<file path="config.mk">
export PLATFORM = sky130hd
export DESIGN_NAME = customer_dispense
export DESIGN_NICKNAME = d
export VERILOG_FILES = /design/src/rtl/customer_dispense.sv
export SDC_FILE = /design/constraint.sdc
export NUM_CORES = 1
export LEC_CHECK = 0
export ABC_AREA = 1
export CAP_MARGIN = 40
export CORE_MARGIN = 2
export CORE_UTILIZATION = 56
export DETAILED_ROUTE_END_ITERATION = 10
export GPL_TIMING_DRIVEN = 0
export PLACE_DENSITY = 0.81
export SLEW_MARGIN = 15
export SYNTH_ARGS = -nofsm -noshare
export SYNTH_HDL_FRONTEND = slang
export SYNTH_SLANG_ARGS = --single-unit
export TNS_END_PERCENT = 20
</file>
<file path="constraint.sdc">
create_clock -name clk -period 5.1 [get_ports clk]
set_input_delay 1.02 -clock clk [delete_from_list [all_inputs] [get_ports clk]]
set_output_delay 1.02 -clock clk [all_outputs]
set_load 0.02 [all_outputs]
</file>
<file path="src/rtl/customer_dispense.sv">
// Customer purchase controller: order admission, coin collection, per-item dispense,
// stock write-back and change return. Define CUSTOMER_TIMEOUT_EN for the idle auto-cancel.
module customer_dispense #(
   parameter logic [3:0] PRICE   = 4'd3,
   parameter logic [7:0] TIMEOUT = 8'd20
) (
   input  logic       clk,
   input  logic       rst_n,
   input  logic       mode,
   input  logic [3:0] machine_supply,
   input  logic [3:0] quantity,
   input  logic       order,
   input  logic       coin_valid,
   input  logic [3:0] coin_value,
   input  logic       cancel,
   output logic [3:0] new_supply,
   output logic       supply_we,
   output logic       dispense,
   output logic [7:0] change,
   output logic       change_valid,
   output logic       redlight,
   output logic       busy,
   output logic [1:0] dbg_state
);

   typedef enum logic [1:0] {IDLE, COLLECT, VEND, CHANGE} state_t;

   state_t     state;
   logic [3:0] qty_q;
   logic [3:0] snap_q;
   logic [3:0] vend_cnt;
   logic [7:0] cost_q;
   logic [7:0] credit_q;
   logic [8:0] coin_sum;
   logic [7:0] credit_next;
   logic [7:0] order_cost;
   logic       timeout_hit;

   assign dbg_state = state;

   // All strobes (order, coin_valid, cancel in; supply_we, change_valid, redlight out)
   // are single-cycle pulses with no back-pressure; data is valid only with its strobe.
   always_comb begin
      coin_sum    = {1'b0, credit_q} + {5'b0, coin_value};
      credit_next = credit_q;
      if (coin_valid)
         credit_next = coin_sum[8] ? 8'hFF : coin_sum[7:0];
      order_cost  = {4'b0, quantity} * {4'b0, PRICE};
   end

`ifdef CUSTOMER_TIMEOUT_EN
   logic [7:0] idle_cnt;

   assign timeout_hit = (state == COLLECT) && !coin_valid && (idle_cnt == TIMEOUT - 8'd1);

   always_ff @(posedge clk or negedge rst_n) begin
      if (!rst_n)
         idle_cnt <= 8'd0;
      else if (state != COLLECT || coin_valid)
         idle_cnt <= 8'd0;
      else if (!timeout_hit)
         idle_cnt <= idle_cnt + 8'd1;
   end
`else
   assign timeout_hit = 1'b0;
`endif

   always_ff @(posedge clk or negedge rst_n) begin
      if (!rst_n) begin
         state        <= IDLE;
         qty_q        <= 4'd0;
         snap_q       <= 4'd0;
         vend_cnt     <= 4'd0;
         cost_q       <= 8'd0;
         credit_q     <= 8'd0;
         new_supply   <= 4'd0;
         supply_we    <= 1'b0;
         dispense     <= 1'b0;
         change       <= 8'd0;
         change_valid <= 1'b0;
         redlight     <= 1'b0;
         busy         <= 1'b0;
      end else begin
         redlight     <= 1'b0;
         supply_we    <= 1'b0;
         change_valid <= 1'b0;
         case (state)
            IDLE: begin
               dispense <= 1'b0;
               busy     <= 1'b0;
               if (order && !mode) begin
                  if (quantity == 4'd0 || quantity > machine_supply) begin
                     redlight <= 1'b1;
                  end else begin
                     qty_q    <= quantity;
                     snap_q   <= machine_supply;
                     cost_q   <= order_cost;
                     credit_q <= 8'd0;
                     busy     <= 1'b1;
                     state    <= COLLECT;
                  end
               end
            end
            COLLECT: begin
               credit_q <= credit_next;
               // Abort has priority over a coin that completes payment in the same cycle.
               if (cancel || mode || timeout_hit) begin
                  change_valid <= 1'b1;
                  change       <= credit_next;
                  state        <= CHANGE;
               end else if (credit_next >= cost_q) begin
                  dispense <= 1'b1;
                  vend_cnt <= qty_q;
                  state    <= VEND;
               end
            end
            VEND: begin
               if (vend_cnt > 4'd1) begin
                  vend_cnt <= vend_cnt - 4'd1;
               end else if (vend_cnt == 4'd1) begin
                  dispense   <= 1'b0;
                  supply_we  <= 1'b1;
                  new_supply <= snap_q - qty_q;
                  vend_cnt   <= 4'd0;
               end else begin
                  change_valid <= 1'b1;
                  change       <= credit_q - cost_q;
                  state        <= CHANGE;
               end
            end
            CHANGE: begin
               credit_q <= 8'd0;
               busy     <= 1'b0;
               state    <= IDLE;
            end
            default: state <= IDLE;
         endcase
      end
   end

endmodule

</file>
# Word-level counts from Yosys, hierarchy flattened
# Cells that the tools add are included.
[op_classes]
add_sub_neg = 4
n_mux = 39
magnitude_cmp = 3
mul = 1
n_bitwise = 2
reduce_logical = 17
n_eq_ne = 14
[op_table]
columns = ["cell", "count"]
rows = [
  ["2-to-1 mux 8 bit", 7],
  ["one-hot mux 8 bit (3 select lines)", 1],
  ["2-to-1 mux 4 bit", 4],
  ["inequality test 2 bit (second input constant)", 8],
  ["one-hot mux 8 bit (2 select lines)", 1],
  ["2-to-1 mux 1 bit", 15],
  ["2-to-1 mux 2 bit", 6],
  ["AND reduction 5 bit", 2],
  ["adder 8 x 4 -> 9 bit", 1],
  ["AND reduction 3 bit", 3],
  ["greater-or-equal comparator 8 x 6 -> 1 bit", 1],
  ["one-hot mux 2 bit (4 select lines)", 1],
  ["one-hot mux 4 bit (2 select lines)", 1],
  ["AND reduction 4 bit", 2],
  ["subtractor 8 x 6 -> 8 bit", 1],
  ["multiplier 4 x 2 -> 6 bit (second input constant)", 1],
  ["inequality test 3 bit (second input constant)", 2],
  ["nonzero test 3 bit", 2],
  ["equality test 2 bit (second input constant)", 2],
  ["equality test 4 x 1 -> 1 bit (second input constant)", 1],
  ["> comparator 4 x 1 -> 1 bit (second input constant)", 1],
  ["> comparator 4 bit", 1],
  ["logical NOT 4 bit", 1],
  ["one-hot mux 1 bit (2 select lines)", 2],
  ["10 further kinds", 13],
]
[totals]
output_inout_bits = 19
reg_bits = 45

# Logic depth before layout (Yosys ltp)
# Gate-level depths: netlist of the first run.
[logic_depth]
ltp_word = 7
mapped_depth = 23
mapped_depth_nobuf = 23

# Least setup slack after synthesis of the first run
# No wires, ideal clock.
[synth_timing]
path_type = "input-to-reg"
startpoint = "in coin_value[0]"
endpoint = "reg state[1], in the netlist dbg_state[1]"
setup_slack_ps = 1835
arrival_time_ps = 3189
cell_stages = 23
setup_ps = 76
t_required_ps = 5024
cell_sequence = "ha_1 -> fa_1 -> nand3_2 -> nand3_2 -> nand2_1 -> nand2_1 -> inv_2 -> a21oi_1 -> inv_1 -> ha_1 -> inv_1 -> nand2_1 -> nand2_1 -> nand2_1 -> nand2_1 -> nand2_1 -> nand2_1 -> nand2_1 -> a21oi_4 -> nand4_1 -> nand2_2 -> nand2_1 -> o21ai_1"
[synth_via]
elab_chain_cells = 6
[synth_lines]
columns = ["item", "line", "text"]
rows = [
  ["start: declaration", "14", "input logic [3:0] coin_value,"],
  ["adder 8 x 4 -> 9 bit", "44", "coin_sum = {1'b0, credit_q} + {5'b0, coin_value};"],
  ["2-to-1 mux 8 bit", "47", "credit_next = coin_sum[8] ? 8'hFF : coin_sum[7:0];"],
  ["2-to-1 mux 8 bit", "46", "if (coin_valid)"],
  ["greater-or-equal comparator 8 x 6 -> 1 bit", "111", "end else if (credit_next >= cost_q) begin"],
  ["inequality test 3 bit (no source line)", "n/a", ""],
  ["AND reduction 5 bit (no source line)", "n/a", ""],
  ["end signal: assignment", "110", "state <= CHANGE;"],
  ["end signal: assignment", "114", "state <= VEND;"],
  ["end signal: assignment", "128", "state <= CHANGE;"],
  ["end: declaration", "28", "state_t state;"],
]
# No other way between the ends.
# A chain may end at the register's enable or synchronous reset.

# Final worst setup path of the first run
[layout_timing]
startpoint = "in coin_value[0]"
endpoint = "reg vend_cnt[0]"
[layout_via]
elab_chain_cells = 6
[layout_lines]
columns = ["item", "line", "text"]
rows = [
  ["adder 8 x 4 -> 9 bit", "44", ""],
  ["2-to-1 mux 8 bit", "47", ""],
  ["2-to-1 mux 8 bit", "46", ""],
  ["greater-or-equal comparator 8 x 6 -> 1 bit", "111", ""],
  ["inequality test 2 bit (no source line)", "n/a", ""],
  ["AND reduction 4 bit (no source line)", "n/a", ""],
  ["end signal: assignment", "113", "vend_cnt <= qty_q;"],
  ["end signal: assignment", "119", "vend_cnt <= vend_cnt - 4'd1;"],
  ["end: declaration", "31", "logic [3:0] vend_cnt;"],
]
# No other way between the ends.

==> results.rst, run 1 <==
.. list-table::
   :header-rows: 1

   * - Metric
     - Value
   * - Run status
     - finished, final reports clean
   * - Xor/xnor cell area share of the yosys netlist
     - 2.741%
   * - Share of the core filled with cells
     - 67.94%
   * - DR vias/cell
     - ~5.2
   * - P_leak
     - between 1.5 and 2 nW
   * - Port Buf Inserts
     - 35
   * - Number of instances in the synthesized netlist
     - 394
   * - Horiz. Die Dim
     - ~80 um
   * - Yosys warning total
     - 0
   * - Gates resized, CTS repair
     - 0
   * - Floorplan core area
     - 5507 um^2
   * - Biggest fanout along the worst timing path
     - 5
   * - Tightest hold margin
     - 0.4833 ns
   * - Layout Area Growth over Synthesis
     - 17.07%
   * - Initial antenna violation count
     - 0
   * - CTS root buf
     - clkbuf_8
   * - Fin cells
     - 510
   * - Main combinational cell family by area after synthesis
     - simple AND/OR/NAND/NOR gates
   * - Number of hold violations in the final report
     - 0
   * - Final clock period utilization by the worst path
     - 71.96%
   * - Min setup slack post-route
     - 1.430 ns
   * - Data required time at the worst endpoint
     - around 5.3 ns
   * - Measured slew at the worst slew-check pin
     - just under 0.5 ns
   * - Min Tclk post-route
     - 3.670 ns
   * - DP Cell Count
     - 502
   * - Kind of end point of the critical path
     - flip-flop
   * - Number of global-route vias before repair
     - 2608
   * - DP Wirelength
     - 5.275 mm
   * - Number of storage elements in the synthesis netlist
     - 44
   * - Number of clock sinks
     - 44
   * - Via total after detailed routing
     - 2661
   * - Count of inserted antenna diode cells
     - 0
   * - Pin count of the biggest net entering global routing
     - 26
   * - Worst r2r dst
     - vend_cnt[0]$_DFFE_PN0P_
   * - Number of filler instances in the final layout
     - 461
   * - 1st-pass router iterations
     - 4
   * - Number of standard-cell rows in the floorplan
     - 27
   * - Avg Inst Size Synth
     - 8.111 um^2
   * - Share of the yosys chip area belonging to registers
     - 34.46%
   * - Total routing resource utilization after global routing
     - 22.38%
   * - Adder-cell share of the synthesized area
     - between 10% and 20%
   * - Worst-case reg-to-reg path depth
     - 20
   * - Setup fix buffers added after clock tree synthesis
     - 0
   * - Count of maximum capacitance violations
     - 0
   * - TritonCTS Buffers
     - 5
   * - Clock tree from TritonCTS
     - yes
   * - Total number of nets in the final design
     - 496
   * - Clock-pin transition on the worst setup and hold timing paths
     - 0.08 ns
   * - Power density normalized to cell area
     - 559.7 nW/um^2
   * - Chip Height
     - 79.54 um
   * - Placement Cell Area
     - 3651 um^2
   * - Final Power
     - approximately 2.1 mW
   * - Insertion delay of the later-clocked pin in the worst-skew pair
     - 0.29 ns
   * - Setup slack on the worst flop-to-flop path
     - 2.17 ns
   * - Peak supply drop
     - approximately 0.27 mV
   * - Layout cells sized above 1
     - 10.50%
   * - H-tree lvl count
     - 2
   * - Die area
     - 6327 um^2
   * - Max-slew violation count
     - 0
   * - Total setup violations reported at the end of the flow
     - 0
   * - Count of antenna-violating nets left after detailed routing
     - 0
   * - Worst reg2reg startpoint
     - credit_q[0]$_DFFE_PN0P_
   * - Hold buffer count at cts
     - 0
   * - Portion of netlist area occupied by mux cells
     - 0.3132%
   * - End point of the critical path
     - vend_cnt[0]$_DFFE_PN0P_
   * - Setup clock skew after layout
     - around 0.003 ns
   * - Count of boundary I/O pins
     - 37
   * - Worst setup timing slack at the placement stage
     - 1.119 ns
   * - Number of buffers on the longest clock path
     - 2
   * - Final design instance area without fill
     - 3741 um^2
   * - Weighted congestion reported at the end of routability-driven placement
     - 0.8564
   * - GRT Residual Overflow
     - 0
   * - Crit. Startpoint
     - coin_value[0]
   * - First-pass GRT wire length
     - 11.14 mm
   * - CP arrival
     - between 3 and 4 ns
   * - Net count after synthesis
     - 453
   * - Cell area after synthesis
     - about 3200 um^2
   * - Share of the synthesized area in compound gates (AO/OA/AOI/OAI)
     - 14.06%
   * - Setup repair after global routing missed its margin
     - false
   * - Worst Hold Launch
     - new_supply[3]$_DFFE_PN0P_
   * - Maximum operating frequency
     - 272.5 MHz
   * - Violation count after the first detailed-routing iteration
     - 151
   * - Wire per inst
     - 12.81 um
   * - Post-synthesis share of cell area spent on and, or, nand and nor gates
     - 22.94%
   * - Remaining design rule violation count
     - 0
   * - Worst hold-check path type
     - reg2reg
   * - Starting density of the core
     - 58.03%
   * - CP startpoint kind
     - input pin
   * - Final-layout setup total negative slack
     - 0 ns
   * - Relative slew margins
     - 67.03%
   * - Total detailed-routing wirelength
     - 6.531 mm
   * - Number of distinct library cell variants in the gate-level netlist after synthesis
     - 40
   * - Critical path start-end classification
     - in2reg
worst min path at each step:
stage | cells past startpoint | slack, ns | to
floorplan | 2 | 0.46 | vend_cnt[1]$_DFFE_PN0P_
global placement | 2 | 0.46 | new_supply[3]$_DFFE_PN0P_
detailed placement | 2 | 0.47 | new_supply[3]$_DFFE_PN0P_
CTS | 2 | 0.49 | new_supply[3]$_DFFE_PN0P_
global route | 2 | 0.52 | change[2]$_DFFE_PN0P_
finish | 2 | 0.48 | new_supply[3]$_DFFE_PN0P_
state kept, by name, summed over array words and instances, names as in the netlist:
register,count
snap_q,4
change,8
dbg_state,2
busy,1
vend_cnt,4
credit_q,8
new_supply,4
redlight,1
change_valid,1
supply_we,1
qty_q,4
dispense,1
cost_q,5
report_power, final:
group	internal (mW)	total [mW]	switching, mW
clock	0.111	0.224	0.113
combinational	0.509	1.28	0.770
sequential	0.493	0.591	0.0977
critical path: stages:
cell,delay (ns)
clkdlybuf4s50_1,0.40
ha_1,0.24
fa_1,0.42
nand3_2,0.10
nand3_2,0.08
nand2_1,0.07
nand2_1,0.09
o22ai_1,0.19
inv_1,0.10
ha_1,0.28
nand2_1,0.07
nand2_1,0.05
nand2_1,0.05
nand2_1,0.05
nand2_1,0.06
nand2_1,0.09
a21oi_4,0.18
nand4_4,0.13
nand3_2,0.12
nand2_1,0.07
nand2_1,0.06
Yosys cell counts (all sizes together):
library cell,instances,share of area [%]
a211oi,1,0.24
a21o,1,0.24
a21oi,22,3.9
a31oi,1,0.20
and3,1,0.20
buf,4,0.86
clkbuf,1,0.12
dfrtp,44,34
fa,4,2.5
ha,37,14
inv,64,7.5
mux2i,1,0.31
nand2,97,12
nand3,16,3.3
nand4,7,1.8
nor2,24,4.2
nor3,3,0.82
o211ai,1,0.24
o21a,3,0.70
o21ai,39,6.3
o22ai,10,2.0
o31ai,1,0.24
or2,2,0.39
xnor2,3,0.82
xor2,7,1.9
cell type report:
| cell class | count | area (um^2) | share of cell area, % |
|---|---|---|---|
| Multi-Input combinational cell | 281 | 1823 | 48.73 |
| Sequential cell | 44 | 1101 | 29.43 |
| Timing Repair Buffer | 36 | 365.4 | 9.766 |
| Inverter | 64 | 240.2 | 6.421 |
| Clock buffer | 8 | 90.09 | 2.408 |
| Tap cell | 72 | 90.09 | 2.408 |
| Buffer | 5 | 31.28 | 0.8361 |
logic make-up after synthesis:
family,count (synthesis)
and+or+nand+nor,150
AOI/OAI and AO/OA,79
buffers and inverters,69
DFF,44
adders and majority gates,41
xor gates and xnor gates,10
muxes,1
per-layer routing:
| layer | vias up | share of wire (%) | track usage [%] |
|---|---|---|---|
| met5 | - | 0 | 0 |
| met4 | 0 | 2.1 | 8.793 |
| met3 | 12 | 3.0 | 3.507 |
| met2 | 41 | 50 | 40.00 |
| met1 | 1239 | 45 | 26.83 |
| li1 | 1369 | - | - |
cells in the final DEF, fill, tap and decap left out, drive strengths merged, types with 4 or more instances in the layout:
cell,instances
a21oi,22
buf,6
clkbuf,9
clkdlybuf4s50,34
dfrtp,44
fa,4
ha,37
inv,64
nand2,97
nand3,16
nand4,7
nor2,24
o21ai,39
o22ai,10
xor2,7
(Power assumes the default switching activity.)
==> inputs of run 2 (changes only) <==
Settings changed: CORE_UTILIZATION 56 to 51, PLACE_DENSITY 0.81 to 0.78.
Clock period 5.1 ns to 3.3 ns, I/O delays scaled along.
==> results.rst, run 2 (synthesis results as in run 1) <==
.. list-table::
   :header-rows: 1

   * - Metric
     - Value
   * - Worst hold-check path type
     - in2async (was reg2reg)
   * - Pin count of the biggest net entering global routing
     - 25 (was 26)
   * - Setup clock skew after layout
     - 0.01169 ns (was 0.003074 ns)
   * - Tightest hold margin
     - 0.3205 ns (was 0.4833 ns)
   * - Critical path start-end classification
     - in2reg (unchanged)
   * - Violation count after the first detailed-routing iteration
     - 157 (was 151)
   * - Kind of end point of the critical path
     - flip-flop (unchanged)
   * - Fin cells
     - 517 (was 510)
   * - Regs by FF count
     - change: 8 flops, credit_q: 8 flops, cost_q: 5 flops (unchanged)
   * - Port Buf Inserts
     - 35 (unchanged)
   * - CP startpoint kind
     - input pin (unchanged)
   * - TritonCTS Buffers
     - 5 (unchanged)
   * - CP arrival
     - 3.32 ns (was 3.91 ns)
   * - Measured slew at the worst slew-check pin
     - 0.5175 ns (was 0.4945 ns)
   * - Number of standard-cell rows in the floorplan
     - 28 (was 27)
   * - CTS root buf
     - clkbuf_8 (unchanged)
   * - Clock tree from TritonCTS
     - yes (unchanged)
   * - Count of antenna-violating nets left after detailed routing
     - 0 (unchanged)
   * - DR vias/cell
     - 5.236 (was 5.218)
   * - Clock-pin transition on the worst setup and hold timing paths
     - 0.09 ns (was 0.08 ns)
   * - Peak supply drop
     - 0.4144 mV (was 0.2689 mV)
   * - Count of boundary I/O pins
     - 37 (unchanged)
   * - Wire per inst
     - 13.25 um (was 12.81 um)
   * - Layout Area Growth over Synthesis
     - 20.13% (was 17.07%)
   * - Total number of nets in the final design
     - 501 (was 496)
   * - First-pass GRT wire length
     - 12.05 mm (was 11.14 mm)
   * - Insertion delay of the later-clocked pin in the worst-skew pair
     - 0.30 ns (was 0.29 ns)
   * - Final clock period utilization by the worst path
     - 93.66%
   * - Count of maximum capacitance violations
     - 0 (unchanged)
   * - DP Wirelength
     - 5.479 mm (was 5.275 mm)
   * - Floorplan core area
     - 5991 um^2 (was 5507 um^2)
   * - Min Tclk post-route
     - 3.091 ns
   * - Data required time at the worst endpoint
     - 3.53 ns (was 5.34 ns)
   * - Most common cell after layout, fill and taps aside
     - nand2_1 (unchanged)
   * - Number of buffers on the longest clock path
     - 2 (unchanged)
   * - Remaining design rule violation count
     - 0 (unchanged)
   * - Area of combinational cells with multiple inputs
     - 1877 um^2 (was 1823 um^2)
   * - DP Cell Count
     - 505 (was 502)
   * - 1st-pass router iterations
     - 4 (unchanged)
   * - Die area
     - 6915 um^2 (was 6327 um^2)
   * - Via total after detailed routing
     - 2707 (was 2661)
   * - Layout cells sized above 1
     - 14.03% (was 10.50%)
   * - Total setup violations reported at the end of the flow
     - 0 (unchanged)
   * - Horiz. Die Dim
     - 83.16 um (was 79.54 um)
   * - Initial antenna violation count
     - 0 (unchanged)
   * - Number of filler instances in the final layout
     - 528 (was 461)
   * - Total detailed-routing wirelength
     - 6.848 mm (was 6.531 mm)
   * - Starting density of the core
     - 53.34% (was 58.03%)
   * - Number of global-route vias before repair
     - 2684 (was 2608)
   * - Sequential cell area in the final layout
     - 1101 um^2 (unchanged)
   * - Weighted congestion reported at the end of routability-driven placement
     - 0.8635 (was 0.8564)
   * - Number of hold violations in the final report
     - 0 (unchanged)
   * - GRT Residual Overflow
     - 0 (unchanged)
   * - Total routing resource utilization after global routing
     - 21.37% (was 22.38%)
   * - Biggest fanout along the worst timing path
     - 4 (was 5)
   * - Max-slew violation count
     - 0 (unchanged)
   * - Maximum operating frequency
     - 323.6 MHz
   * - H-tree lvl count
     - 2 (unchanged)
   * - Commonest non-fill, non-tap cells in the layout
     - nand2_1 (87), inv_1 (53), dfrtp_1 (44) (was nand2_1 (91), inv_1 (53), dfrtp_1 (44))
   * - Number of clock sinks
     - 44 (unchanged)
   * - P_leak
     - 1.941 nW (was 1.889 nW)
   * - Chip Height
     - 83.16 um (was 79.54 um)
   * - Run status
     - finished, final reports clean (unchanged)
   * - Relative slew margins
     - 65.50% (was 67.03%)
   * - Final Power
     - 3.301 mW (was 2.094 mW)
   * - Power density normalized to cell area
     - 860.0 nW/um^2 (was 559.7 nW/um^2)
   * - Count of inserted antenna diode cells
     - 0 (unchanged)
## run 2: cell count changes in the layout (fill, tap and decap cells not counted), sizes merged
cell | before | now
clkdlybuf4s50 | 34 | 31
clkbuf | 9 | 7
dlymetal6s2s | 0 | 3
buf | 6 | 11
clkinv | 0 | 1
## run 2: critical path, cell delays in order
cell             delay [ns]
clkdlybuf4s50_1        0.50
fa_2                   0.22
nand3_2                0.08
nand3_2                0.07
nand2_1                0.07
nand2_2                0.11
inv_2                  0.05
a21oi_2                0.17
inv_1                  0.08
ha_1                   0.27
inv_1                  0.05
nand2_1                0.04
nand2_1                0.05
nand2_1                0.04
nand2_1                0.05
nand2_1                0.05
nand2_1                0.06
nand2_2                0.06
a21oi_4                0.20
nand4_1                0.15
nand2_2                0.15
nand2_2                0.07
o21ai_2                0.06
## run 2: power by group
part / switching (mW) / leakage (nW) / total [mW] / internal [mW]
Combinational: 1.23 / 1.34 / 2.05 / 0.825
Sequential: 0.163 / 0.559 / 0.925 / 0.762
Clock: 0.178 / 0.0410 / 0.322 / 0.144
Total: 1.57 / 1.94 / 3.30 / 1.73
## run 2: final timing paths
kind / from / slack (ns) / end / cells after the start
hold / removal: rst_n / 0.32 / snap_q[2]$_DFFE_PN0P_ / 1
max in group asynchronous: rst_n / 2.48 / credit_q[3]$_DFFE_PN0P_ / 2
setup reg to reg: credit_q[0]$_DFFE_PN0P_ / 0.43 / dbg_state[1]$_DFFE_PN0P_ / 23
min in group clk: change[1]$_DFFE_PN0P_ / 0.49 / change[1]$_DFFE_PN0P_ / 2
setup / recovery: coin_value[1] / 0.21 / dbg_state[1]$_DFFE_PN0P_ / 23
hold reg to reg: change[1]$_DFFE_PN0P_ / 0.49 / change[1]$_DFFE_PN0P_ / 2
## run 2: layout make-up
type | count | area share (%)
Clock buffer | 6 | 1.890
Multi-Input combinational cell | 281 | 48.89
Buffer | 5 | 0.8149
Tap cell | 75 | 2.445
Timing Repair Buffer | 41 | 10.89
Sequential cell | 44 | 28.68
Clock inverter | 1 | 0.1304
Inverter | 64 | 6.258
## run 2: repair_timing
| action | in CTS | in global routing |
|---|---|---|
| gates resized for setup | 4 | 10 |
| endpoints found under the setup margin | 6 | 7 |
| pin swaps | 0 | 8 |
| hold buffers | 0 | 0 |
| buffers inserted | 0 | 5 |
## run 2: layer usage
layer  vias to the layer above  GRT usage, %  routed length [um]
met2                        61         36.66                3473
met1                      1252         26.15                2971
met3                        11         4.672                 268
li1                       1383             -                   -
met4                         0         8.346                 134
met5                         -             0                   0
## run 2: metrics by stage
step,util (%),setup TNS [ns],setup slack [ns],instance area [um^2]
global route,64.08,-0.04174,-0.02253,3839
detailed placement,61.13,-2.472,-0.3830,3662
floorplan,-,0,0.3948,3196
CTS,62.68,0,0.02348,3755
global placement,60.76,-1.804,-0.2786,3640
finish,64.08,0,0.2094,3839
